File: config.mk
export PLATFORM = sky130hd
export DESIGN_NAME = hazard_scoreboard_flat
export DESIGN_NICKNAME = d
export VERILOG_FILES = /design/src/rtl/hazard_pkg.sv /design/src/rtl/hazard_scoreboard_if.sv /design/src/rtl/hazard_reg_counter.sv /design/src/rtl/hazard_scoreboard.sv /design/src/flat_wrapper.sv
export SDC_FILE = /design/constraint.sdc
export NUM_CORES = 1
export LEC_CHECK = 0
export CAP_MARGIN = 20
export CORE_ASPECT_RATIO = 0.6
export CORE_MARGIN = 2
export CORE_UTILIZATION = 45
export DETAILED_ROUTE_END_ITERATION = 7
export GPL_ROUTABILITY_DRIVEN = 0
export PLACE_DENSITY = 0.73
export SYNTH_ARGS = -nofsm -noshare
export SYNTH_HDL_FRONTEND = slang
export SYNTH_SLANG_ARGS = --single-unit
File: constraint.sdc
create_clock -name clk -period 5.5 [get_ports clk]
set_input_delay 0.55 -clock clk [delete_from_list [all_inputs] [get_ports clk]]
set_output_delay 0.55 -clock clk [all_outputs]
set_load 0.1 [all_outputs]
File: src/rtl/hazard_pkg.sv
// Shared defaults and result-latency classes for the decode-stage hazard scoreboard.
package hazard_pkg;

  localparam int unsigned REG_AW_DEF = 5;
  localparam int unsigned LAT_W_DEF  = 3;
  localparam int unsigned CNT_W_DEF  = 16;

  localparam int unsigned LAT_ALU  = 0;
  localparam int unsigned LAT_LOAD = 1;
  localparam int unsigned LAT_MUL  = 3;
  localparam int unsigned LAT_DIV  = 7;

endpackage

File: src/rtl/hazard_scoreboard_if.sv
// ID-stage to scoreboard signal bundle: decode operands in, stall and status out.
interface hazard_scoreboard_if
  import hazard_pkg::*;
#(
  parameter int unsigned REG_AW = REG_AW_DEF,
  parameter int unsigned LAT_W  = LAT_W_DEF,
  parameter int unsigned CNT_W  = CNT_W_DEF
);
  localparam int unsigned NREGS = 2**REG_AW;

  logic              id_valid;
  logic [REG_AW-1:0] id_rs1;
  logic [REG_AW-1:0] id_rs2;
  logic              id_rs1_used;
  logic              id_rs2_used;
  logic [REG_AW-1:0] id_rd;
  logic              id_rd_we;
  logic [LAT_W-1:0]  id_lat;
  logic              id_flush;
  logic              pipe_hold;
  logic              stall;
  logic [NREGS-1:0]  busy_mask;
  logic [CNT_W-1:0]  stall_count;

  modport master (
    output id_valid, id_rs1, id_rs2, id_rs1_used, id_rs2_used,
           id_rd, id_rd_we, id_lat, id_flush, pipe_hold,
    input  stall, busy_mask, stall_count
  );

  modport slave (
    input  id_valid, id_rs1, id_rs2, id_rs1_used, id_rs2_used,
           id_rd, id_rd_we, id_lat, id_flush, pipe_hold,
    output stall, busy_mask, stall_count
  );

endinterface

File: src/rtl/hazard_reg_counter.sv
// Per-register result-latency down-counter with load, hold and a pending flag.
module hazard_reg_counter #(
  parameter int unsigned LAT_W = 3
) (
  input  logic             clk,
  input  logic             rst,
  input  logic             hold,
  input  logic             load,
  input  logic [LAT_W-1:0] load_val,
  output logic [LAT_W-1:0] cnt,
  output logic             nz
);

  assign nz = (cnt != '0);

  // A same-cycle load takes priority over the decrement.
  always_ff @(posedge clk) begin
    if (rst) begin
      cnt <= '0;
    end else if (!hold) begin
      if (load) begin
        cnt <= load_val;
      end else if (nz) begin
        cnt <= cnt - 1'b1;
      end
    end
  end

endmodule

File: src/rtl/hazard_scoreboard.sv
// RAW/WAW hazard scoreboard: per-register latency counters drive the IF/ID stall.
module hazard_scoreboard
  import hazard_pkg::*;
#(
  parameter int unsigned REG_AW = REG_AW_DEF,
  parameter int unsigned LAT_W  = LAT_W_DEF,
  parameter int unsigned CNT_W  = CNT_W_DEF
) (
  input  logic                clk,
  input  logic                rst,
  hazard_scoreboard_if.slave  sb
);

  localparam int unsigned NREGS = 2**REG_AW;

  logic [LAT_W-1:0] cnt [NREGS];
  logic [NREGS-1:0] busy;
  logic             raw_hit;
  logic             waw_hit;
  logic             stall;
  logic             issue;
  logic [CNT_W-1:0] stall_cnt_q;

  // x0 is hardwired: never pending, never loaded.
  assign cnt[0]  = '0;
  assign busy[0] = 1'b0;

  for (genvar r = 1; r < NREGS; r++) begin : g_reg
    hazard_reg_counter #(
      .LAT_W (LAT_W)
    ) u_cnt (
      .clk      (clk),
      .rst      (rst),
      .hold     (sb.pipe_hold),
      .load     (issue && (sb.id_rd == REG_AW'(r))),
      .load_val (sb.id_lat),
      .cnt      (cnt[r]),
      .nz       (busy[r])
    );
  end

  always_comb begin
    raw_hit = 1'b0;
    waw_hit = 1'b0;
    stall   = 1'b0;
    issue   = 1'b0;

    if (sb.id_rs1_used && (sb.id_rs1 != '0) && busy[sb.id_rs1]) begin
      raw_hit = 1'b1;
    end
    if (sb.id_rs2_used && (sb.id_rs2 != '0) && busy[sb.id_rs2]) begin
      raw_hit = 1'b1;
    end
    // A younger writer finishing before the pending one would be overwritten.
    if (sb.id_rd_we && (sb.id_rd != '0) && (cnt[sb.id_rd] > sb.id_lat)) begin
      waw_hit = 1'b1;
    end

    stall = sb.id_valid && !sb.id_flush && (raw_hit || waw_hit);
    issue = sb.id_valid && !stall && !sb.id_flush && !sb.pipe_hold &&
            sb.id_rd_we && (sb.id_rd != '0);
  end

  always_ff @(posedge clk) begin
    if (rst) begin
      stall_cnt_q <= '0;
    end else if (stall && (stall_cnt_q != '1)) begin
      stall_cnt_q <= stall_cnt_q + 1'b1;
    end
  end

  assign sb.stall       = stall;
  assign sb.busy_mask   = busy;
  assign sb.stall_count = stall_cnt_q;

endmodule
File: src/flat_wrapper.sv
// flat-port wrapper written by rule: the top's interface ports become plain ports
module hazard_scoreboard_flat import hazard_pkg::*;
#(
  parameter int unsigned REG_AW = REG_AW_DEF,
  parameter int unsigned LAT_W  = LAT_W_DEF,
  parameter int unsigned CNT_W  = CNT_W_DEF
)
  (clk, rst, sb_id_valid, sb_id_rs1, sb_id_rs2, sb_id_rs1_used, sb_id_rs2_used, sb_id_rd, sb_id_rd_we, sb_id_lat, sb_id_flush, sb_pipe_hold, sb_stall, sb_busy_mask, sb_stall_count);
  hazard_scoreboard_if #(.REG_AW(REG_AW), .LAT_W(LAT_W), .CNT_W(CNT_W)) sb_i ();
  input  logic clk;
  input  logic rst;
  input wire logic [$bits(sb_i.id_valid)-1:0] sb_id_valid;
  input wire logic [$bits(sb_i.id_rs1)-1:0] sb_id_rs1;
  input wire logic [$bits(sb_i.id_rs2)-1:0] sb_id_rs2;
  input wire logic [$bits(sb_i.id_rs1_used)-1:0] sb_id_rs1_used;
  input wire logic [$bits(sb_i.id_rs2_used)-1:0] sb_id_rs2_used;
  input wire logic [$bits(sb_i.id_rd)-1:0] sb_id_rd;
  input wire logic [$bits(sb_i.id_rd_we)-1:0] sb_id_rd_we;
  input wire logic [$bits(sb_i.id_lat)-1:0] sb_id_lat;
  input wire logic [$bits(sb_i.id_flush)-1:0] sb_id_flush;
  input wire logic [$bits(sb_i.pipe_hold)-1:0] sb_pipe_hold;
  output wire logic [$bits(sb_i.stall)-1:0] sb_stall;
  output wire logic [$bits(sb_i.busy_mask)-1:0] sb_busy_mask;
  output wire logic [$bits(sb_i.stall_count)-1:0] sb_stall_count;
  assign sb_i.id_valid = sb_id_valid;
  assign sb_i.id_rs1 = sb_id_rs1;
  assign sb_i.id_rs2 = sb_id_rs2;
  assign sb_i.id_rs1_used = sb_id_rs1_used;
  assign sb_i.id_rs2_used = sb_id_rs2_used;
  assign sb_i.id_rd = sb_id_rd;
  assign sb_i.id_rd_we = sb_id_rd_we;
  assign sb_i.id_lat = sb_id_lat;
  assign sb_i.id_flush = sb_id_flush;
  assign sb_i.pipe_hold = sb_pipe_hold;
  assign sb_stall = sb_i.stall;
  assign sb_busy_mask = sb_i.busy_mask;
  assign sb_stall_count = sb_i.stall_count;
  hazard_scoreboard #(.REG_AW(REG_AW), .LAT_W(LAT_W), .CNT_W(CNT_W)) u_core (.clk(clk), .rst(rst), .sb(sb_i));
endmodule
-- After elaboration in Yosys (flattened, before gate mapping)
Cells that the tools add are included.
- equal/unequal tests: 32
- reductions and logical operators: 145
- $lt $le $gt $ge: 4
- mux-type cells: 72
- $add $sub $neg: 32
- bitwise operators: 2
- operators by type and width (operator ; number):
    two-way mux 3 bit ; 64
    nonzero test 3 bit ; 31
    subtractor 3 x 1 -> 3 bit, second input constant ; 31
    == test 5 bit, second input constant ; 16
    AND reduction 2 bit ; 31
    nonzero test 2 bit ; 31
    logical AND 1 bit ; 45
    == test 5 x 4 -> 1 bit, second input constant ; 8
    == test 5 x 3 -> 1 bit, second input constant ; 4
    adder 16 x 1 -> 16 bit, second input constant ; 1
    != test 16 bit, second input constant ; 1
    binary-select mux 3 bit (select 5 bit) ; 1
    nonzero test 5 bit ; 3
    less-than comparator 5 x 6 -> 1 bit, second input constant ; 2
    binary-select mux 1 bit (select 5 bit) ; 2
    == test 5 x 2 -> 1 bit, second input constant ; 2
    greater-or-equal comparator 6 bit, second input constant ; 1
    inverter 5 -> 6 bit ; 1
    == test 5 x 1 -> 1 bit, second input constant ; 1
    two-way mux 1 bit ; 5
    > comparator 3 bit ; 1
    zero test 1 bit ; 3
    logical OR 1 bit ; 1
    inverter 1 bit ; 1
- output and inout port bits: 49
- logic and storage cells: 319
- input port bits: 26
- register bits: 109

-- Depth between registers and ports, before layout
Gate-level depths: netlist of run 1.
- depth in word-level cells: 18
- mapped depth: 17
- depth with buffers taken out: 14

-- By module
A second synthesis of run 1 with hierarchy kept.
- cells, all modules: 1100
- area, all modules: 9111.2 µm²
- modules (own cells, without submodules) (module ; cells each ; area an instance (µm²) ; instances ; sequential area each (µm²)):
    hazard_reg_counter ; 27 ; 210.2 ; 31 ; 60.1
    hazard_scoreboard ; 263 ; 2595.0 ; 1 ; 320.3

-- Least setup slack after synthesis of run 1
Ideal clock, no wire load.
- path kind: input -> output
- start: in sb_id_rd[0]
- end: out sb_stall
- arrival time: 4572 ps
- path buffers: 3
- cell stages on the path: 11
- path slack: 378 ps
- required time: 4950 ps
- cell sequence: clkbuf_1 buf_1 mux4_2 mux4_2 mux2_2 ha_1 a211oi_1 nor3_1 o41ai_2 clkbuf_1 inv_1
- cells in the longest elaborated chain, start to end: 9
- elaborated cells on any way between the ends: 11
- those cells by class: 1 x order compare; 4 x mux; 1 x bitwise; 5 x reduce/logical
- ends and longest elaborated chain (element ; line ; text):
    from (decl) ; flat_wrapper.sv:17 ; input wire logic [$bits(sb_i.id_rd)-1:0] sb_id_rd;
    inverter 5 -> 6 bit (implied by the code) ; hazard_scoreboard.sv:55 ; if (sb.id_rd_we && (sb.id_rd != '0) && (cnt[sb.id_rd] > sb.id_lat)) begin
    binary-select mux 3 bit (select 5 bit) ; hazard_scoreboard.sv:55 ;
    two-way mux 3 bit (implied by the code) (2 in a row) ; hazard_scoreboard.sv:55 ;
    > comparator 3 bit ; hazard_scoreboard.sv:55 ;
    logical AND 1 bit * ; hazard_scoreboard.sv:55 ;
    two-way mux 1 bit * ; hazard_scoreboard.sv:55 ;
    logical OR 1 bit * ; hazard_scoreboard.sv:59 ; stall = sb.id_valid && !sb.id_flush && (raw_hit || waw_hit);
    logical AND 1 bit * ; hazard_scoreboard.sv:59 ;
    to (decl) ; flat_wrapper.sv:22 ; output wire logic [$bits(sb_i.stall)-1:0] sb_stall;
Every way passes the cells marked *; elsewhere a longest branch is shown, timed or not. The select of a mux whose other input is x is not followed.

-- Final worst setup path of run 1
Same ends and word-level chain as after synthesis.

==> summary.md, run 1 <==
| Metric | Value |
|---|---|
| Vias in the first global route | `~8400` |
| Max-Cap Viols | `0` |
| Root Driver | `clkbuf_16` |
| Fmax | `between 150 and 200 MHz` |
| # setup viols final | `0` |
| Longest Clk Path Bufs | `2` |
| Footprint of the multi-input gates | `around 6400 µm²` |
| First-pass GRT wire length | `roughly 47000 µm` |
| Register area | `roughly 2200 µm²` |
| Post-synth ARST share | `0%` |
| Placed cells | `1437` |
| Chip Width | `192 µm` |
| Yosys reg bits | `around 110` |
| H-tree depth | `3` |
| Pint | `roughly 0.0021 W` |
| R2R setup slack | `about 1.5 ns` |
| Sequential area share after synthesis | `a little under a quarter` |
| Final Skew | `slightly below 0.009 ns` |
| Final Non-Filler Cells | `1453` |
| Final-report hold violation count | `0` |
| Clock power frac | `roughly 18%` |
| Headroom to the max-slew limit | `31.4%` |
| Critical Path Source | `sb_id_rd[0]` |
| Max-slew violations | `0` |
| NumNets Final | `1261` |
| Worst skew pair latency | `0.38 ns` |
| ANT cells | `0` |
| Vert. Die Dim | `approximately 120 µm` |
| Post-CTS Setup Bufs | `0` |
| Outcome | `finished, final reports clean` |
| GR Util All Layers | `between 20 and 30%` |
| Synth warn | `0` |
| Synth Area per Inst | `a little over 8 µm²` |
| Top post-synthesis cells by area | `dfxtp_1, mux4_2, ha_1` |
| R2r worst-path depth | `10` |
| Area leader, netlist | `dfxtp_1` |
| Hpwl dp | `21900 µm` |
| Multiplexer share of the synthesized area | `12.2%` |
| CP required | `approximately 5.0 ns` |
| Critical R2R Capture | `u_core.g_reg[10].u_cnt.cnt[1]$_SDFFE_PP0P_` |
| Largest family of logic cells by synthesized area | `simple AND/OR/NAND/NOR gates` |
| Total CTS buffers | `9` |
| Synth Area in XOR/XNOR | `1.29%` |
| Least-Margin Pin Slew | `1.03 ns` |
| Vias per cell | `approximately 6.4` |
| Total Die Area | `22300 µm²` |
| Top post-synthesis cells by count | `dfxtp_1, inv_1, a21oi_1, nand2_1` |
| Drt wl/cell | `20.9 µm` |
| Routed wire length | `around 30000 µm` |
| CTS tree | `yes` |
| Post-Synth Adder-Cell Area | `~8.7%` |
| Most common cell in the netlist | `dfxtp_1` |
| Total Power | `0.00432 W` |
| Hold worst-path end | `u_core.g_reg[12].u_cnt.cnt[0]$_SDFFE_PP0P_` |
| Setup CP Type | `in -> out` |
| Syn Inst Count | `1178` |
| PwrDens | `between 400 and 500 nW/µm²` |
| Largest net degree at the start of global routing | `between 80 and 90` |
| Psw | `about 0.0022 W` |
| Hold_buf cts | `0` |
| CP max FO | `33` |
| Worst VDD drop | `0.417 mV` |
| Worst-path clk slew | `about 0.080 ns` |
| Fillers | `a little under 2000` |
| Logic pwr share | `about three fifths` |
| Leakage Power | `roughly 3.7 nW` |
| Yosys cell types | `72` |
| Layout cells sized above 1 | `8.69%` |
| Synthesized Nets | `around 1300` |
| Cell area after synthesis | `roughly 9500 µm²` |
| Via count | `roughly 9400` |
| Antenna violations before repair | `0` |
| Post-synth top area share | `a little under a quarter` |
| Layout area overhead | `10.4%` |
| Crit path time final | `~5 ns` |
| Initial DRC count | `approximately 1200` |
| Unrepaired setup endpoints after global routing | `false` |
| Switching Share | `about half` |
| Post-synth EDFFs | `0` |
| Core Rows | `roughly 40` |
| Tcrit/Tclk final | `slightly above 90%` |
| Hold Crit Start | `u_core.g_reg[12].u_cnt.cnt[0]$_SDFFE_PP0P_` |
| Top FF cell, synth | `dfxtp_1` |
| Hold Crit Depth | `2` |
| DR pass1 iterations | `8` |
| Num ports | `between 70 and 80` |
| Clock sink count | `about 110` |
| Starting Density | `around 46%` |
| Residual DRC | `0` |
| R2R Path Start | `u_core.g_reg[4].u_cnt.cnt[1]$_SDFFE_PP0P_` |
| Overflow after GRT | `0` |
| Arr. time, crit path | `between 4 and 5 ns` |
| Critical path capture point type | `primary output` |
| PortBufs | `between 70 and 80` |
| Simple-gate portion of the synthesized area | `between 20% and 30%` |
| Cts repair resizes | `0` |
| Worst setup SP type | `primary input` |
| Post-DRT Antenna Nets | `0` |
| Post-synthesis compound-gate area fraction | `between 10% and 20%` |
| Hold Crit Class | `reg -> reg` |
| Core area | `between 20000 and 25000 µm²` |
| Setup_tns | `0 ns` |
| Reg power frac | `24.1%` |
## worst max-delay path by stage
stage | cells past startpoint | end
floorplan | 11 | sb_stall
global placement | 11 | u_core.g_reg[21].u_cnt.cnt[1]$_SDFFE_PP0P_
detailed placement | 11 | u_core.g_reg[10].u_cnt.cnt[1]$_SDFFE_PP0P_
CTS | 10 | sb_stall
global route | 10 | sb_stall
finish | 10 | sb_stall
## metal layers
layer / GRT usage (%) / wire length [µm] / part of all wire, % / vias up
li1: - / - / - / 4263
met1: 39.4 / 13500 / 44 / 4482
met2: 37.9 / 12100 / 40 / 562
met3: 9.80 / 4160 / 14 / 57
met4: 8.10 / 618 / 2.0 / 0
met5: 0 / 0 / 0 / -
## power groups by stage
| stage | sequential, W | clock, W | combinational [W] |
|---|---|---|---|
| floorplan | 0.00101 | 0 | 0.00205 |
| global route | 0.00105 | 0.000790 | 0.00268 |
| finish | 0.00104 | 0.000755 | 0.00252 |
| CTS | 0.00103 | 0.000767 | 0.00248 |
| detailed placement | 0.00105 | 0 | 0.00246 |
| global placement | 0.00105 | 0 | 0.00242 |
## cells by family (layout without fill, tap and decap cells)
| family | Yosys count | count (layout) |
|---|---|---|
| xor+xnor | 14 | 14 |
| flops | 109 | 109 |
| compound gates | 284 | 284 |
| simple gates | 431 | 431 |
| buf+inv | 204 | 200 |
| mux | 69 | 69 |
| other cells | 1 | 1 |
| fa+ha+maj | 66 | 66 |
## cell type report
class                   count  area share, %
flip-flops and latches    109           20.8
clock inverters             7           1.01
clock buffers               9           2.15
multi-input cells         865           61.0
well taps                 279           3.33
inverters                  94           3.37
repair buffers             90           8.31
## critical path: stages
cell and delay [ns]:
buf_2 0.75, mux4_2 0.61, mux4_2 0.53, mux2_2 0.29, ha_1 0.29, a211oi_1 0.39
nor3_1 0.13, o41ai_2 0.53, inv_1 0.18, buf_12 0.21
## placed cells by master (no fill, tap or decap), types with 4 or more instances in the layout
cell | Yosys | final
dfxtp_1 | 109 | 109
inv_1 | 93 | 93
a21oi_1 | 81 | 81
nand2_1 | 78 | 78
clkdlybuf4s50_1 | 0 | 69
ha_1 | 66 | 66
nor2_1 | 62 | 62
nor2b_1 | 53 | 53
nor3_1 | 52 | 52
o21ai_0 | 52 | 51
nand3_1 | 45 | 45
mux4_2 | 37 | 37
nor4b_1 | 31 | 31
mux2i_1 | 28 | 28
o22ai_1 | 26 | 26
nor4_1 | 25 | 25
nand2b_1 | 23 | 23
buf_4 | 32 | 18
a31oi_1 | 17 | 17
o21a_1 | 15 | 15
xnor2_1 | 14 | 14
a22oi_1 | 13 | 13
and3_1 | 12 | 12
nand3b_1 | 11 | 11
clkbuf_16 | 0 | 9
nand4_1 | 8 | 8
o2bb2a_1 | 8 | 8
o2111ai_1 | 7 | 7
a2111oi_0 | 7 | 7
a21boi_0 | 7 | 7
a22o_1 | 5 | 5
a221oi_1 | 5 | 5
o31ai_1 | 5 | 5
o221a_2 | 5 | 5
a221o_1 | 5 | 5
mux2_2 | 4 | 4
o21bai_1 | 4 | 4
## flip-flops by register name (all words and copies together) (netlist names)
name and flops:
u_core.g.u_cnt.cnt 93, u_core.sb.stall_count 16
## metrics by stage
stage / cell area (µm²) / utilization [%] / setup WS [ns] / hold WS (ns)
2_1_floorplan: 9500 / - / 0.378 / 0.464
3_3_place_gp: 10200 / 48.6 / 0.528 / 0.490
3_5_place_dp: 10200 / 48.6 / 0.435 / 0.496
4_1_cts: 10500 / 50.2 / 0.528 / 0.508
5_1_grt: 10500 / 50.2 / 0.333 / 0.535
6_report: 10500 / 50.2 / 0.465 / 0.506
Power figures use the tool's default switching activity.
==> run 2: changes to the inputs <==
--- a/config.mk
+++ b/config.mk
@@ -7,7 +7,6 @@
 export LEC_CHECK = 0
 export CAP_MARGIN = 20
 export CORE_ASPECT_RATIO = 0.6
-export CORE_MARGIN = 2
 export CORE_UTILIZATION = 45
 export DETAILED_ROUTE_END_ITERATION = 7
 export GPL_ROUTABILITY_DRIVEN = 0
==> constraint.sdc (replaced) <==
create_clock -name clk -period 5.5 [get_ports clk]
set_input_delay 0.825 -clock clk [delete_from_list [all_inputs] [get_ports clk]]
set_output_delay 0.825 -clock clk [all_outputs]
set_load 0.1 [all_outputs]
==> summary.md, run 2 (synthesized netlist as in run 1, its figures left out) <==
| Metric | Value |
|---|---|
| Outcome | `finished, final reports clean` |
| Vert. Die Dim | `around 110 µm` |
| Post-CTS Setup Bufs | `0` |
| CP cell instances | `clkdlybuf4s50_1, buf_12, mux4_2, mux4_2, mux2_2, ha_1, o21ai_0, nor3_1, o41ai_2, inv_1, buf_12` |
| CTS tree | `yes` |
| Setup CP Type | `in -> out` |
| PwrDens | `404 nW/µm²` |
| Largest register FFs | `93` |
| Critical path capture point type | `primary output` |
| Worst VDD drop | `0.523 mV` |
| Via count | `between 9000 and 10000` |
| Final-report hold violation count | `0` |
| Cts repair resizes | `0` |
| Total CTS buffers | `9` |
| Post-DRT Antenna Nets | `0` |
| ANT cells | `0` |
| WHS | `between 0.5 and 0.6 ns` |
| Fmax | `between 150 and 200 MHz` |
| Leakage Power | `3.69 nW` |
| Hold Crit Class | `reg -> reg` |
| NumNets Final | `between 1000 and 1500` |
| CP max stage cell | `mux4_2` |
| GR Util All Layers | `28.0%` |
| Num ports | `75` |
| Vias per cell | `~6.4` |
| Worst skew pair latency | `between 0.3 and 0.4 ns` |
| # setup viols final | `0` |
| Hold_buf cts | `0` |
| Worst setup SP type | `primary input` |
| Tcrit/Tclk final | `approximately 94%` |
| Core area | `20300 µm²` |
| Crit path time final | `about 5.2 ns` |
| Unrepaired setup endpoints after global routing | `false` |
| Antenna violations before repair | `0` |
| PortBufs | `73` |
| Routed wire length | `between 30000 and 40000 µm` |
| Register area | `between 2000 and 2500 µm²` |
| Total Die Area | `between 20000 and 25000 µm²` |
| Core Rows | `40` |
| Drt wl/cell | `20.8 µm` |
| CP max FO | `35` |
| Initial DRC count | `around 1200` |
| First-pass GRT wire length | `46900 µm` |
| Layout area overhead | `10.7%` |
| Longest Clk Path Bufs | `2` |
| Residual DRC | `0` |
| CP required | `~4.7 ns` |
| Headroom to the max-slew limit | `32.2%` |
| Final Core Density | `51.7%` |
| Largest net degree at the start of global routing | `64` |
| Layout cells sized above 1 | `under 10%` |
| Setup_tns | `0 ns` |
| Chip Width | `190 µm` |
| Top reg by flops | `u_core.g.u_cnt.cnt` |
| Total Power | `0.00425 W` |
| Crit path max-delay family | `multiplexers` |
| Arr. time, crit path | `between 4 and 5 ns` |
| Fillers | `1945` |
| CP bufs+invs | `4` |
| Max incr delay on CP | `0.52 ns` |
| Starting Density | `46.8%` |
| Root Driver | `clkbuf_16` |
| H-tree depth | `3` |
| Max-Cap Viols | `0` |
| Most common cell after layout, fill and taps aside | `dfxtp_1` |
| Clock sink count | `between 100 and 150` |
| Least-Margin Pin Slew | `between 1 and 1.5 ns` |
| Hpwl dp | `22000 µm` |
| Max-slew violations | `0` |
| Footprint of the multi-input gates | `~6400 µm²` |
| Worst-path clk slew | `about 0.070 ns` |
| Commonest cells after routing, fill and taps aside | `dfxtp_1, inv_1, a21oi_1` |
| Overflow after GRT | `0` |
| Final Skew | `0.0133 ns` |
| Vias in the first global route | `between 8000 and 9000` |
| DR pass1 iterations | `7` |
-- run 2: changes by cell type in the layout (fill, tap and decap cells not counted), moves of 2 or more --
cell | before | now
buf_4 | 18 | 24
clkbuf_1 | 0 | 2
clkinvlp_4 | 0 | 2
clkinv_4 | 3 | 0
-- run 2: layout make-up --
class,count,share of cell area [%]
repair buffers,98,9.01
flip-flops and latches,109,20.8
well taps,273,3.25
inverters,94,3.36
clock inverters,5,0.559
multi-input cells,865,60.9
clock buffers,11,2.21
-- run 2: path summary, 6_finish.rpt --
kind / start / end / slack (ns) / cells after the start
min reg2reg: u_core.sb.stall_count[1]$_SDFFE_PP0P_ / u_core.sb.stall_count[1]$_SDFFE_PP0P_ / 0.51 / 2
max reg2reg: u_core.g_reg[15].u_cnt.cnt[1]$_SDFFE_PP0P_ / u_core.g_reg[12].u_cnt.cnt[2]$_SDFFE_PP0P_ / 1.47 / 10
min: u_core.sb.stall_count[1]$_SDFFE_PP0P_ / u_core.sb.stall_count[1]$_SDFFE_PP0P_ / 0.51 / 2
max: sb_id_rd[1] / sb_stall / 0.32 / 11
-- run 2: power breakdown --
group / switching, W / internal [W] / total (W)
Sequential: 0.000128 / 0.000914 / 0.00104
Clock: 0.000327 / 0.000355 / 0.000682
Combinational: 0.00175 / 0.000775 / 0.00252
-- run 2: metal layers --
metal	GRT usage (%)	part of all wire, %	vias up
met5	0	0	-
met3	8.58	13	45
met1	41.5	45	4385
met4	6.83	1.5	0
li1	-	-	4294
met2	38.6	40	562
-- run 2: worst reg2reg max path, stage by stage (launching register included) --
cell	delay [ns]
dfxtp_1	0.36
mux4_2	0.53
mux4_2	0.48
mux2_2	0.27
ha_1	0.29
a211oi_1	0.34
o21ai_1	0.16
or4_4	0.62
nor4_1	0.51
o21ai_0	0.21
a21oi_1	0.18
-- run 2: through the flow --
step / worst slack [ns] / instance area [µm²] / instances
floorplan: 0.108 / 9500 / 1178
global placement: 0.351 / 10200 / 1438
detailed placement: 0.329 / 10200 / 1439
CTS: 0.313 / 10500 / 1455
global route: 0.136 / 10500 / 1455
finish: 0.324 / 10500 / 1455
